**src/rtl/mips_pkg.sv**
```systemverilog
// ============================================================================
//  Module      : mips_pkg
//  Description : Shared opcode/ALU-op constants and the decoded control
//                bundle used by the ID/EX stage of the 5-stage MIPS core.
//  Revision    : 1.0 - initial release
// ============================================================================
`default_nettype none

package mips_pkg;

  // Primary opcodes (instr[31:26])
  localparam logic [5:0] OP_RTYPE = 6'h00;
  localparam logic [5:0] OP_LW    = 6'h23;
  localparam logic [5:0] OP_SW    = 6'h2B;
  localparam logic [5:0] OP_BEQ   = 6'h04;
  localparam logic [5:0] OP_ADDI  = 6'h08;

  // ALU operation classes handed to EX
  localparam logic [1:0] ALU_ADD   = 2'b00;
  localparam logic [1:0] ALU_SUB   = 2'b01;
  localparam logic [1:0] ALU_FUNCT = 2'b10;

  // Which instruction field names the destination register
  typedef enum logic [1:0] {
    DST_NONE = 2'd0,
    DST_RD   = 2'd1,
    DST_RT   = 2'd2
  } dst_sel_t;

  // Decoded control bundle; uses_rt marks instructions that read rt as a
  // source, which matters for load-use detection.
  typedef struct packed {
    logic       regwrite;
    logic       memread;
    logic       memwrite;
    logic       memtoreg;
    logic       alusrc;
    logic       branch;
    logic [1:0] aluop;
    dst_sel_t   dst_sel;
    logic       uses_rt;
  } ctrl_t;

  // All-inactive control bundle
  function automatic ctrl_t ctrl_none();
    ctrl_t c;
    c = '0;
    c.dst_sel = DST_NONE;
    return c;
  endfunction

endpackage

`default_nettype wire

```
**src/rtl/id_ctrl_decode.sv**
```systemverilog
// ============================================================================
//  Module      : id_ctrl_decode
//  Description : Combinational opcode decoder producing the control bundle
//                and an illegal-opcode flag for the ID stage.
//  Revision    : 1.0 - initial release
// ============================================================================
`default_nettype none

module id_ctrl_decode
  import mips_pkg::*;
(
  input  logic [5:0] opcode,
  output ctrl_t      ctrl,
  output logic       illegal
);

  // Opcode lookup; unknown opcodes yield an all-zero bundle plus illegal
  always_comb begin
    ctrl    = ctrl_none();
    illegal = 1'b0;
    case (opcode)
      OP_RTYPE: begin
        ctrl.regwrite = 1'b1;
        ctrl.aluop    = ALU_FUNCT;
        ctrl.dst_sel  = DST_RD;
        ctrl.uses_rt  = 1'b1;
      end
      OP_LW: begin
        ctrl.regwrite = 1'b1;
        ctrl.memread  = 1'b1;
        ctrl.memtoreg = 1'b1;
        ctrl.alusrc   = 1'b1;
        ctrl.aluop    = ALU_ADD;
        ctrl.dst_sel  = DST_RT;
      end
      OP_SW: begin
        ctrl.memwrite = 1'b1;
        ctrl.alusrc   = 1'b1;
        ctrl.aluop    = ALU_ADD;
        ctrl.uses_rt  = 1'b1;
      end
      OP_BEQ: begin
        ctrl.branch   = 1'b1;
        ctrl.aluop    = ALU_SUB;
        ctrl.uses_rt  = 1'b1;
      end
      OP_ADDI: begin
        ctrl.regwrite = 1'b1;
        ctrl.alusrc   = 1'b1;
        ctrl.aluop    = ALU_ADD;
        ctrl.dst_sel  = DST_RT;
      end
      default: illegal = 1'b1;
    endcase
  end

endmodule

`default_nettype wire

```
**src/rtl/id_ex_pipe.sv**
```systemverilog
// ============================================================================
//  Module      : id_ex_pipe
//  Description : ID/EX pipeline stage: decode, WB->ID operand bypass,
//                load-use stall detection and the EX-stage register.
//  Revision    : 1.0 - initial release
// ============================================================================
`default_nettype none

module id_ex_pipe
  import mips_pkg::*;
#(
  parameter int DATA_W = 32,
  parameter int REG_AW = 5
) (
  input  logic              clk,
  input  logic              reset,
  input  logic              id_valid,
  input  logic [31:0]       id_instr,
  input  logic [DATA_W-1:0] id_pc4,
  input  logic [DATA_W-1:0] A,
  input  logic [DATA_W-1:0] B,
  input  logic              wb_regwrite,
  input  logic [REG_AW-1:0] wb_rd,
  input  logic [DATA_W-1:0] wb_data,
  input  logic              ex_flush,
  output logic              stall,
  output logic              ex_valid,
  output logic [DATA_W-1:0] ex_a,
  output logic [DATA_W-1:0] ex_b,
  output logic [DATA_W-1:0] ex_imm,
  output logic [REG_AW-1:0] ex_rs,
  output logic [REG_AW-1:0] ex_rt,
  output logic [REG_AW-1:0] ex_dst,
  output logic [DATA_W-1:0] ex_pc4,
  output logic              ex_regwrite,
  output logic              ex_memread,
  output logic              ex_memwrite,
  output logic              ex_memtoreg,
  output logic              ex_alusrc,
  output logic              ex_branch,
  output logic [1:0]        ex_aluop,
  output logic              ex_illegal
);

  logic [REG_AW-1:0] rs;
  logic [REG_AW-1:0] rt;
  logic [REG_AW-1:0] rd;
  logic [REG_AW-1:0] dst;
  logic [DATA_W-1:0] imm;
  logic [DATA_W-1:0] a_byp;
  logic [DATA_W-1:0] b_byp;
  ctrl_t             ctrl;
  logic              illegal;
  logic              bubble;

  assign rs  = id_instr[25:21];
  assign rt  = id_instr[20:16];
  assign rd  = id_instr[15:11];
  assign imm = {{(DATA_W-16){id_instr[15]}}, id_instr[15:0]};

  id_ctrl_decode u_decode (
    .opcode  (id_instr[31:26]),
    .ctrl    (ctrl),
    .illegal (illegal)
  );

  // Destination register selection
  always_comb begin
    case (ctrl.dst_sel)
      DST_RD:  dst = rd;
      DST_RT:  dst = rt;
      default: dst = '0;
    endcase
  end

  // Register file does not return data being written this cycle, so a
  // same-cycle WB write to a source register is bypassed here.
  always_comb begin
    a_byp = A;
    b_byp = B;
    if (wb_regwrite && (wb_rd != '0) && (wb_rd == rs)) a_byp = wb_data;
    if (wb_regwrite && (wb_rd != '0) && (wb_rd == rt)) b_byp = wb_data;
  end

  // Load-use hazard: the load in EX feeds a source of the ID instruction.
  // A flush squashes ID, so it never stalls.
  always_comb begin
    stall = id_valid && ex_valid && ex_memread && (ex_dst != '0) &&
            ((ex_dst == rs) || ((ex_dst == rt) && ctrl.uses_rt)) &&
            !ex_flush;
  end

  // Flush, stall, empty ID and illegal opcodes all insert a bubble
  assign bubble = ex_flush || stall || !id_valid || illegal;

  // EX-stage pipeline register
  always_ff @(posedge clk or posedge reset) begin
    if (reset) begin
      ex_valid    <= 1'b0;
      ex_a        <= '0;
      ex_b        <= '0;
      ex_imm      <= '0;
      ex_rs       <= '0;
      ex_rt       <= '0;
      ex_dst      <= '0;
      ex_pc4      <= '0;
      ex_regwrite <= 1'b0;
      ex_memread  <= 1'b0;
      ex_memwrite <= 1'b0;
      ex_memtoreg <= 1'b0;
      ex_alusrc   <= 1'b0;
      ex_branch   <= 1'b0;
      ex_aluop    <= 2'b00;
      ex_illegal  <= 1'b0;
    end else if (bubble) begin
      ex_valid    <= 1'b0;
      ex_a        <= '0;
      ex_b        <= '0;
      ex_imm      <= '0;
      ex_rs       <= '0;
      ex_rt       <= '0;
      ex_dst      <= '0;
      ex_pc4      <= '0;
      ex_regwrite <= 1'b0;
      ex_memread  <= 1'b0;
      ex_memwrite <= 1'b0;
      ex_memtoreg <= 1'b0;
      ex_alusrc   <= 1'b0;
      ex_branch   <= 1'b0;
      ex_aluop    <= 2'b00;
      ex_illegal  <= id_valid && illegal && !ex_flush && !stall;
    end else begin
      ex_valid    <= 1'b1;
      ex_a        <= a_byp;
      ex_b        <= b_byp;
      ex_imm      <= imm;
      ex_rs       <= rs;
      ex_rt       <= rt;
      ex_dst      <= dst;
      ex_pc4      <= id_pc4;
      ex_regwrite <= ctrl.regwrite && (dst != '0);
      ex_memread  <= ctrl.memread;
      ex_memwrite <= ctrl.memwrite;
      ex_memtoreg <= ctrl.memtoreg;
      ex_alusrc   <= ctrl.alusrc;
      ex_branch   <= ctrl.branch;
      ex_aluop    <= ctrl.aluop;
      ex_illegal  <= 1'b0;
    end
  end

endmodule

`default_nettype wire

```
**config.mk**
```make
export PLATFORM = sky130hd
export DESIGN_NAME = id_ex_pipe
export DESIGN_NICKNAME = d
export VERILOG_FILES = /design/src/rtl/mips_pkg.sv /design/src/rtl/id_ctrl_decode.sv /design/src/rtl/id_ex_pipe.sv
export SDC_FILE = /design/constraint.sdc
export NUM_CORES = 1
export LEC_CHECK = 0
export ABC_AREA = 0
export CORE_MARGIN = 2
export CORE_UTILIZATION = 43
export CTS_BUF_LIST = sky130_fd_sc_hd__clkbuf_4 sky130_fd_sc_hd__clkbuf_8
export CTS_CLUSTER_SIZE = 14
export DETAILED_ROUTE_END_ITERATION = 16
export PLACE_DENSITY_LB_ADDON = 0.05
export SYNTH_ARGS = -nofsm -noshare
export SYNTH_HDL_FRONTEND = slang
export SYNTH_HIERARCHICAL = 1
export SYNTH_SLANG_ARGS = --single-unit
```
**constraint.sdc**
```tcl
create_clock -name clk -period 5.6 [get_ports clk]
set_input_delay 0.84 -clock clk [delete_from_list [all_inputs] [get_ports clk]]
set_output_delay 0.84 -clock clk [all_outputs]
set_load 0.02 [all_outputs]
```
==> results.yml <==
synth:
  synth.area.top_cells: "dfrtp_1 48%, a221oi_2 13%, a211oi_1 7.0%"
  netlist_area_um2: 7100
  avgSynthCellArea_um2: 11.0
  synth_top_area_frac: 0.483
  yosysUniqueCellTypes: 40
  synth_fa_ha_area_frac: 0.00352
  yosys_register_bits: 137
  synth_top_family_by_area: "compound AO/OA/AOI/OAI gates"
  yosysWarnings: 6
  synth_edf_count: 0
  synth_xor_area_frac: 0.0247
  synth_flop_cell: "dfrtp_1"
  synth-async-reset-ratio: 1.00
  synth_compound_area_frac: 0.295
  seq_area_frac_synth: 0.483
  synthCells: 646
  synth_top_cell_by_area: "dfrtp_1"
  yosys.area_share.simple: 0.0828
  syn_nets: 818
  muxShareOfSynthArea: 0
sta:
  maxSlewHeadroom: 0.126
  finalSetupViolCount: 0
  skew_ns: 0.0138
  fin_crit_ns: 3.96
  maxSlewViolCount: 0
  grt_setup_unrepaired: "no"
  hold_violations: 0
  fmax_ghz: 0.252
  worst_pin_slew_ns: 1.31
  fin_crit_sh: 0.708
  tns_ns: 0
floorplan:
  die_w_um: 133
  rows: 46
  initial_core_util: 0.444
  core_um2: 16000
  die_h_um: 133
  die-area_um2: 17600
  ios: 324
power:
  p_total_mw: 2.20
  power_frac_seq: 0.454
  p_sw_mw: 0.614
  p_per_area_nw_per_um2: 207
  internal_power_mw: 1.58
  p_leak_nw: 4.19
  combPwrFrac: 0.157
  ir_worst_vdd_mv: 0.132
  pwr-share-clk: 0.389
  netSwitchingFraction: 0.279
drt:
  vias: 6586
  ant_nets: 0
  drt_iter0_drc: 292
  wl_um: 23800
  drt_first_pass_iters: 5
  via_per_inst: 5.84
  drc: 0
  wl_per_cell_um: 21.1
status:
  status: "complete, no violations"
setup_path:
  startpoint_type: "primary input"
  path_class: "in2out"
  required_ns: 4.76
  crit_fanout: 5
  cp-end-kind: "output pin"
  arrival_ns: 3.12
clock_network:
  clk_path_buf_depth: 2
  cts_root_buffer: "clkbuf_8"
  htreeDepth: 4
  cts_made_buffers: 17
  clock_sinks: 137
  clk_latency_ns: 0.45
  clk_pin_slew_ns: 0.09
  ctsHoldBuffers: 0
  postCtsResizedCells: 0
  cts_tree: "built"
  cts_setup_buffers: 0
grt:
  grt.total_usage: 0.267
  grt_overflow_total: 0
  grt_pass1_vias: 6739
  grt_pass1_wl_um: 37300
  grt_max_degree: 99
  antenna_found_initial: 1
placed_design:
  gp_congestion: 0.905
  dp_hpwl_um: 16200
  io_buffers: 323
final_layout:
  layout.nets: 1069
  syn_to_final_growth_pct: 49.7
  drive_gt1_frac: 0.126
  postLayoutCoreUtil: 0.665
run:
  drv_cap: 0
min_path:
  holdCritPathClass: "in2reg"
critical path: stages:
cell and delay, ns:
clkdlybuf4s50_1 0.47, or4_4 0.59, o32ai_1 0.17, nand2_1 0.14, o22ai_4 0.12, and3b_1 0.17
clkdlybuf4s50_1 0.62
synth_stat cells, types with 6 or more instances:
cell type / count
a211oi_1: 66
a21oi_1: 7
a221oi_2: 60
buf_1: 11
buf_2: 21
buf_4: 18
buf_6: 6
clkbuf_1: 49
dfrtp_1: 137
inv_1: 69
nand4_1: 65
o31ai_1: 64
xnor2_1: 20
layout make-up:
cell class / count / area [um2]
fill: 1277 / 5370
sequential: 137 / 3430
timing repair buffer: 337 / 3340
multi-input combinational: 335 / 2910
tap: 216 / 270
inverter: 69 / 264
clock buffer: 19 / 262
clock inverter: 13 / 158
antenna: 1 / 2.50
path summary, 6_finish.rpt:
| check | start | end | slack, ns | depth (start not counted) |
|---|---|---|---|---|
| setup / recovery | id_instr[27] | stall | 1.64 | 7 |
| hold / removal | id_pc4[19] | ex_pc4[19] | 0.90 | 3 |
| hold reg to reg | ex_valid | ex_rs[4] | 1.34 | 4 |
| min in group asynchronous | reset | ex_pc4[16] | 0.95 | 2 |
| max in group asynchronous | reset | ex_a[23] | 3.53 | 3 |
| setup reg to reg | ex_dst[4] | ex_b[0] | 2.59 | 6 |
kinds of logic after synthesis:
kind of cell | Yosys count
xor+xnor | 20
flops | 137
simple gates | 94
compound gates | 219
fa+ha+maj | 2
buf+inv | 174
power groups by stage:
stage | clock network, mW | registers [mW] | logic [mW]
2_1_floorplan | 0 | 1.03 | 0.148
3_3_place_gp | 0 | 1.02 | 0.339
3_5_place_dp | 0 | 1.02 | 0.342
4_1_cts | 0.868 | 0.998 | 0.344
5_1_grt | 0.906 | 0.999 | 0.369
6_report | 0.855 | 0.998 | 0.346
cell usage in the layout (no fill, tap or decap), types with 3 or more instances in the layout:
cell / n
nor3_1: 3
a21oi_1: 6
a221oi_1: 4
a22oi_1: 5
clkinv_4: 4
a221oi_2: 60
nand4_1: 65
clkdlybuf4s50_1: 323
xnor2_1: 20
o31ai_1: 64
nand2_1: 4
dfrtp_1: 137
clkbuf_8: 19
a2111oi_0: 5
inv_6: 6
a211oi_1: 66
nand3_1: 5
inv_1: 68
buf_4: 14
state kept, by name, indices dropped and copies added, names as in the netlist:
signal	flops
ex_rt	5
ex_illegal	1
ex_valid	1
ex_rs	5
ex_alusrc	1
ex_imm	16
ex_regwrite	1
ex_memread	1
ex_aluop	2
ex_pc4	32
ex_memtoreg	1
ex_dst	5
ex_b	32
ex_a	32
ex_memwrite	1
ex_branch	1
per-stage QoR:
step / std cells / hold WS (ns) / worst slack, ns / area [um2]
after floorplan: 646 / 0.948 / 1.09 / 7100
after global placement: 1094 / 1.33 / 1.36 / 10200
after detailed placement: 1094 / 1.34 / 1.29 / 10200
after CTS: 1126 / 0.882 / 1.62 / 10600
after global routing: 1127 / 0.906 / 1.56 / 10600
final: 1127 / 0.901 / 1.64 / 10600
metal layers:
layer | up-vias | global-route usage | wire [um]
li1 | 2967 | - | -
met1 | 3260 | 0.324 | 9310
met2 | 309 | 0.453 | 11900
met3 | 50 | 0.0755 | 1860
met4 | 0 | 0.103 | 722
met5 | - | 0 | 0
No activity file was read; power rests on OpenSTA's default activity.
